**src/rtl/cerradura_pkg.sv**
```systemverilog
// Shared types and helpers for the keypad lock controller.
package cerradura_pkg;

  typedef enum logic [2:0] {
    ST_IDLE,
    ST_ENTRY,
    ST_OPEN,
    ST_PROG,
    ST_LOCKOUT
  } state_e;

  // Width of the shared down-counter: wide enough for the longest of the
  // three timed intervals, plus one bit of headroom.
  function automatic int timer_w(input int a, input int b, input int c);
    int m;
    m = a;
    if (b > m) m = b;
    if (c > m) m = c;
    return $clog2(m) + 1;
  endfunction

endpackage

```
**src/rtl/cerradura_timer.sv**
```systemverilog
// Loadable down-counter shared by the entry, open, programming and lockout
// intervals. It saturates at zero; done is high while the count is zero.
module cerradura_timer #(
  parameter int W = 8
) (
  input  logic         clk,
  input  logic         rst_n,
  input  logic         load,
  input  logic [W-1:0] load_val,
  output logic         done
);

  logic [W-1:0] count_q;

  // Count down once per cycle; a load always takes precedence.
  always_ff @(posedge clk or negedge rst_n) begin
    // NOTE: clocked state uses non-blocking assignments so every flop samples
    // the pre-edge values; blocking here would create order-dependent races.
    if (!rst_n) begin
      count_q <= '0;
    end else if (load) begin
      count_q <= load_val;
    end else if (count_q != '0) begin
      count_q <= count_q - W'(1);
    end
  end

  assign done = (count_q == '0);

endmodule

```
**src/rtl/cerradura_param_fsm.sv**
```systemverilog
// Electronic lock controller: checks a CODE_LEN-digit sequence against a
// programmable code, counts failures, enforces a lockout penalty and
// auto-relocks. One timer instance serves all timed states.
module cerradura_param_fsm
  import cerradura_pkg::*;
#(
  parameter int                          DIGIT_W        = 4,
  parameter int                          CODE_LEN       = 3,
  parameter logic [DIGIT_W*CODE_LEN-1:0] DEFAULT_CODE   = 12'h987,
  parameter int                          MAX_ERRORS     = 3,
  parameter int                          ENTRY_TIMEOUT  = 1000,
  parameter int                          UNLOCK_CYCLES  = 5000,
  parameter int                          LOCKOUT_CYCLES = 10000
) (
  input  logic                              clk,
  input  logic                              rst_n,
  input  logic [DIGIT_W-1:0]                tecla,
  input  logic                              pushed,
  input  logic                              lock_req,
  input  logic                              prog_req,
  output logic                              unlock,
  output logic                              error,
  output logic                              lockout,
  output logic                              prog_mode,
  output logic [$clog2(MAX_ERRORS+1)-1:0]   err_cnt,
  output logic [$clog2(CODE_LEN+1)-1:0]     digit_idx
);

  localparam int CODE_W = DIGIT_W * CODE_LEN;
  localparam int CNT_W  = $clog2(MAX_ERRORS + 1);
  localparam int IDX_W  = $clog2(CODE_LEN + 1);
  localparam int TMR_W  = timer_w(ENTRY_TIMEOUT, UNLOCK_CYCLES, LOCKOUT_CYCLES);

  // The timer expires when it reaches zero, so loading N-1 gives exactly N
  // cycles in the timed state.
  localparam logic [TMR_W-1:0] LD_ENTRY   = TMR_W'(ENTRY_TIMEOUT - 1);
  localparam logic [TMR_W-1:0] LD_UNLOCK  = TMR_W'(UNLOCK_CYCLES - 1);
  localparam logic [TMR_W-1:0] LD_LOCKOUT = TMR_W'(LOCKOUT_CYCLES - 1);
  localparam logic [IDX_W-1:0] LAST_IDX   = IDX_W'(CODE_LEN - 1);
  localparam logic [CNT_W-1:0] ERR_LIMIT  = CNT_W'(MAX_ERRORS);

  state_e              state_q, state_d;
  logic [IDX_W-1:0]    idx_q, idx_d;
  logic                mismatch_q, mismatch_d;
  logic [CNT_W-1:0]    err_q, err_d;
  logic [CODE_W-1:0]   code_q, code_d;
  logic [DIGIT_W-1:0]  shadow_q [CODE_LEN];
  logic [DIGIT_W-1:0]  shadow_d [CODE_LEN];
  logic [DIGIT_W-1:0]  code_digit [CODE_LEN];
  logic                error_d;
  logic                tmr_load;
  logic [TMR_W-1:0]    tmr_val;
  logic                tmr_done;
  logic                miss;
  logic [CNT_W-1:0]    err_inc;

  cerradura_timer #(.W(TMR_W)) u_timer (
    .clk      (clk),
    .rst_n    (rst_n),
    .load     (tmr_load),
    .load_val (tmr_val),
    .done     (tmr_done)
  );

  // Split the stored code into digits for the per-key comparison.
  always_comb begin
    for (int i = 0; i < CODE_LEN; i++) begin
      code_digit[i] = code_q[i*DIGIT_W +: DIGIT_W];
    end
  end

  assign miss    = mismatch_q | (tecla != code_digit[idx_q]);
  assign err_inc = err_q + CNT_W'(1);

  // Next-state and datapath update logic.
  always_comb begin
    // NOTE: every signal gets a default before the case so no path leaves one
    // unassigned, which would otherwise infer a latch.
    state_d    = state_q;
    idx_d      = idx_q;
    mismatch_d = mismatch_q;
    err_d      = err_q;
    code_d     = code_q;
    shadow_d   = shadow_q;
    error_d    = 1'b0;
    tmr_load   = 1'b0;
    tmr_val    = '0;

    case (state_q)
      ST_IDLE, ST_ENTRY: begin
        if (pushed) begin
          if (idx_q == LAST_IDX) begin
            idx_d      = '0;
            mismatch_d = 1'b0;
            if (!miss) begin
              state_d  = ST_OPEN;
              err_d    = '0;
              tmr_load = 1'b1;
              tmr_val  = LD_UNLOCK;
            end else begin
              error_d = 1'b1;
              err_d   = err_inc;
              if (err_inc == ERR_LIMIT) begin
                state_d  = ST_LOCKOUT;
                tmr_load = 1'b1;
                tmr_val  = LD_LOCKOUT;
              end else begin
                state_d = ST_IDLE;
              end
            end
          end else begin
            idx_d      = idx_q + IDX_W'(1);
            mismatch_d = miss;
            state_d    = ST_ENTRY;
            tmr_load   = 1'b1;
            tmr_val    = LD_ENTRY;
          end
        end else if (state_q == ST_ENTRY && tmr_done) begin
          // Abandoned entry: discard silently, failure count untouched.
          state_d    = ST_IDLE;
          idx_d      = '0;
          mismatch_d = 1'b0;
        end
      end

      ST_OPEN: begin
        if (lock_req) begin
          state_d = ST_IDLE;
        end else if (prog_req) begin
          state_d  = ST_PROG;
          idx_d    = '0;
          tmr_load = 1'b1;
          tmr_val  = LD_ENTRY;
        end else if (tmr_done) begin
          state_d = ST_IDLE;
        end
      end

      ST_PROG: begin
        if (lock_req) begin
          state_d = ST_IDLE;
          idx_d   = '0;
        end else if (pushed) begin
          shadow_d[idx_q] = tecla;
          if (idx_q == LAST_IDX) begin
            for (int i = 0; i < CODE_LEN; i++) begin
              code_d[i*DIGIT_W +: DIGIT_W] = shadow_d[i];
            end
            state_d = ST_IDLE;
            idx_d   = '0;
          end else begin
            idx_d    = idx_q + IDX_W'(1);
            tmr_load = 1'b1;
            tmr_val  = LD_ENTRY;
          end
        end else if (tmr_done) begin
          state_d = ST_IDLE;
          idx_d   = '0;
        end
      end

      ST_LOCKOUT: begin
        if (tmr_done) begin
          state_d = ST_IDLE;
          err_d   = '0;
        end
      end

      default: begin
        state_d = ST_IDLE;
        idx_d   = '0;
      end
    endcase
  end

  // State, counters, code and registered Moore outputs.
  always_ff @(posedge clk or negedge rst_n) begin
    if (!rst_n) begin
      state_q    <= ST_IDLE;
      idx_q      <= '0;
      mismatch_q <= 1'b0;
      err_q      <= '0;
      code_q     <= DEFAULT_CODE;
      unlock     <= 1'b0;
      error      <= 1'b0;
      lockout    <= 1'b0;
      prog_mode  <= 1'b0;
    end else begin
      state_q    <= state_d;
      idx_q      <= idx_d;
      mismatch_q <= mismatch_d;
      err_q      <= err_d;
      code_q     <= code_d;
      unlock     <= (state_d == ST_OPEN) || (state_d == ST_PROG);
      error      <= error_d;
      lockout    <= (state_d == ST_LOCKOUT);
      prog_mode  <= (state_d == ST_PROG);
    end
  end

  // Shadow digits for code programming.
  always_ff @(posedge clk) begin
    // NOTE: the shadow is left without reset on purpose: it only reaches
    // code_q after all CODE_LEN digits of one session have been written.
    shadow_q <= shadow_d;
  end

  assign err_cnt   = err_q;
  assign digit_idx = idx_q;

endmodule

```
**config.mk**
```make
export PLATFORM = sky130hd
export DESIGN_NAME = cerradura_param_fsm
export DESIGN_NICKNAME = d
export VERILOG_FILES = /design/src/rtl/cerradura_pkg.sv /design/src/rtl/cerradura_timer.sv /design/src/rtl/cerradura_param_fsm.sv
export SDC_FILE = /design/constraint.sdc
export NUM_CORES = 1
export LEC_CHECK = 0
export CORE_ASPECT_RATIO = 1.4
export CORE_MARGIN = 3
export CORE_UTILIZATION = 51
export DETAILED_ROUTE_END_ITERATION = 8
export PLACE_DENSITY = 0.74
export SYNTH_ARGS = -nofsm -noshare
export SYNTH_HDL_FRONTEND = slang
export SYNTH_HIERARCHICAL = 1
export SYNTH_SLANG_ARGS = --single-unit
```
**constraint.sdc**
```tcl
create_clock -name clk -period 3.2 [get_ports clk]
set_input_delay 0.32 -clock clk [delete_from_list [all_inputs] [get_ports clk]]
set_output_delay 0.32 -clock clk [all_outputs]
set_load 0.02 [all_outputs]
```
==> results.md <==
* Status: completed
* DP Wirelength at between 3000 and 4000 um
* CTS root buffer: clkbuf_8
* Worst setup path startpoint: u_timer/count_q[0]
* Crit-path max cell delay at about 0.64 ns
* Post-Place Worst Slack at between 0.4 and 0.5 ns
* Sequential share of the synthesized area at 48.08%
* Detailed Route WL at between 4000 and 5000 um
* Syn Inst Count at 233
* Startpoint types: flip-flop
* Post-route insts no fill at approximately 310
* Cell Chain, Critical Path: inv_1 -> ha_1 -> or4b_2 -> nor4_2 -> buf_4 -> nand2b_1 -> a21boi_0 -> o21ai_0
* Least-Margin Pin Slew at 0.8735 ns
* Setup crit end: unlock
* Gr ovfl total at 0
* Worst reg2reg path startpoint: u_timer/count_q[0]
* Register bit total from synthesis at 47
* Final setup vio count at 0
* CP endpoint kind: flip-flop
* Arr. time, crit path at slightly below 3 ns
* Area Overhead vs Synth at 11.95%
* Register area at ~0.0012 mm^2
* Post-Place Cell Area at 0.002731 mm^2
* Post-Layout Inst Area at ~0.0028 mm^2
* Die X at roughly 66 um
* # Max-Cap Violations at 0
* CTS max path bufs at 2
* PwrDens at 762.8 mW/mm^2
* Synthesized area per cell at 10.92 um^2
* Dominant synthesized flop cell: dfrtp_1
* I/O pins at 17
* Largest net degree at the start of global routing at 40
* Peak VDD IR at 448.0 uV
* Crit path buf inv count at 2
* EDFF count, synth at 8
* Postcts setup bufs at 0
* WHS at 0.1188 ns
* Reg2Reg Setup Slack at roughly 0.45 ns
* DRC errors left at 0
* Placer Congestion at 0.9058
* R2R Path End: unlock
* Starting Density at around 54%
* Routed len/inst at 15.80 um
* Yosys cell types at 58
* Initial antenna violation count at 0
* Delay-heaviest family, CP: simple AND/OR/NAND/NOR gates
* Cts bufs inserted at 5
* Slowest CP cell: or4b_2
* Vias at roughly 1800
* Die ar. at between 0.005 and 0.006 mm^2
* Leak at 0.001175 uW
* Worst Hold Class: primary input to async pin
* Worst Setup Path Type: flip-flop to flip-flop
* Levels on crit path at 8
* Total global routing track utilization at roughly a fifth
* Nets at between 200 and 300
* Fin crit period at around 2.7 ns
* Ant diodes at 0
* Hold_buf cts at 0
* Final Max Tran Viols at 0
* Post-DRT Antenna Nets at 0
* Placed Cells incl. Taps at between 300 and 400
* Chip height at 89.59 um
* I/O Buffers at 16
* Vias in the first global route at 1818
* Async SR Flop Fraction at between 80% and 90%
* H-tree Lvls at 2
* Final Hold Viols at 0
* RSZ-0062 raised after global routing: no
* 1st-iter DRT viols at 72
* Post-route setup TNS at 0 ns
* Fillers at 398
* Syn. warnings at 6
* Area of the multi-input gates at 0.001230 mm^2
* TritonCTS clock tree: yes
* Core box area at 0.004681 mm^2
* Clk Latency, worst-skew pair at 0.31 ns
* First-pass GRT wire length at between 8000 and 9000 um
* Worst-path clk slew at approximately 0.090 ns
* Rows at 29
* Max Clock Freq at about 360 MHz
* Share of layout cells above drive strength 1 at 21.60%
* Via density at a little under 6
* Post-cts sizing count at 0
* Req. time, crit path at approximately 3.4 ns
* Worst Setup Slack, final at 0.4525 ns
* Synth Cell Area at around 0.0025 mm^2
* Clock sinks at 47
* Worst-path maximum fanout at 13
* Worst R2R Path Depth at 8
* Clk_skew at ~0.0096 ns
* Relative slew slack at 41.77%
* Router iterations before antenna repair at 4
* Period utilisation layout at between 80% and 90%
[metrics by stage]
step | power, uW | utilization (%)
floorplan | 1529 | -
global placement | 1716 | 58.35
global route | 2335 | 60.87
finish | 2173 | 60.87
CTS | 2193 | 60.87
detailed placement | 1738 | 58.35
[report_power, final]
part / internal, uW / switching [uW] / leakage (uW) / total, uW
combinational: 389 / 413 / 0.000558 / 802
clock: 253 / 196 / 0.0000612 / 448
sequential: 750 / 173 / 0.000556 / 923
total: 1390 / 782 / 0.00118 / 2170
[sequential cells by signal, indices dropped and copies added (netlist names)]
signal and count:
lockout 1, unlock 1, state_q 3, prog_mode 1, code_q 12, shadow_q 8
u_timer/count_q 15, error 1, digit_idx 2, mismatch_q 1, err_cnt 2
[cells in the final DEF, fill, tap and decap left out, types with 7 or more instances in the layout]
cell type	count
o21ai_0	12
nor2_1	16
dfrtp_1	33
nand2_1	16
o31ai_1	9
a21oi_1	7
nor2b_1	7
edfxtp_1	8
mux2_2	21
clkdlybuf4s50_1	15
[worst min path at each step]
stage | slack, ns | endpoint | depth (start not counted) | start
6_report | 0.12 | u_timer/count_q[9] | 1 | rst_n
5_1_grt | 0.18 | u_timer/count_q[9] | 1 | rst_n
4_1_cts | 0.15 | u_timer/count_q[9] | 1 | rst_n
3_5_place_dp | 0.49 | u_timer/count_q[9] | 1 | rst_n
3_3_place_gp | 0.49 | u_timer/count_q[9] | 1 | rst_n
2_1_floorplan | 0.02 | code_q[10] | 0 | rst_n
[cell type report]
| class | count | area share (%) |
|---|---|---|
| sequential | 47 | 42.95 |
| multi-input combinational | 170 | 43.17 |
| clock buffer | 6 | 2.899 |
| inverter | 6 | 0.7905 |
| timing repair buffer | 19 | 6.236 |
| clock inverter | 2 | 1.230 |
| tap | 62 | 2.723 |
[cell usage after synthesis, drive strengths merged (2+ instances only)]
cell	count	area, um^2
buf	8	61.31
o41ai	3	26.28
a21oi	7	35.03
ha	2	25.02
a22o	6	52.55
nand3b	3	22.52
nor2b	7	43.79
nor2	16	60.06
or2	5	33.78
nor3	2	10.01
xnor2	6	52.55
dfrtp	33	825.8
dfstp	6	157.7
nand3	2	10.01
mux2i	6	60.06
mux2	21	236.5
or4	5	41.29
nor4	2	18.77
inv	5	18.77
xor2	4	35.03
o21ai	14	73.82
nand2b	5	31.28
and2b	2	16.27
edfxtp	8	240.2
a21boi	2	15.01
nand4	2	12.51
clkbuf	4	15.01
nand2	16	60.06
or3	2	12.51
and3	2	13.77
o31ai	10	80.07
nor4b	2	32.53
[kinds of logic (layout without fill, tap and decap cells)]
group,after synthesis,after routing,synth area share [%]
buffers and inverters,18,33,3.884
DFF,47,47,48.08
AOI/OAI and AO/OA,50,50,13.57
muxes,27,27,11.65
xor gates and xnor gates,10,10,3.441
and+or+nand+nor,78,78,18.24
adders and majority gates,2,2,0.9831
other,1,3,0.1474
[routing by layer]
layer,routed length (um),GRT usage [%]
met1,1935,20.76
met2,2767,36.59
met3,110,3.238
met4,116,8.302
met5,0,0
No activity file was read; power rests on OpenSTA's default activity.
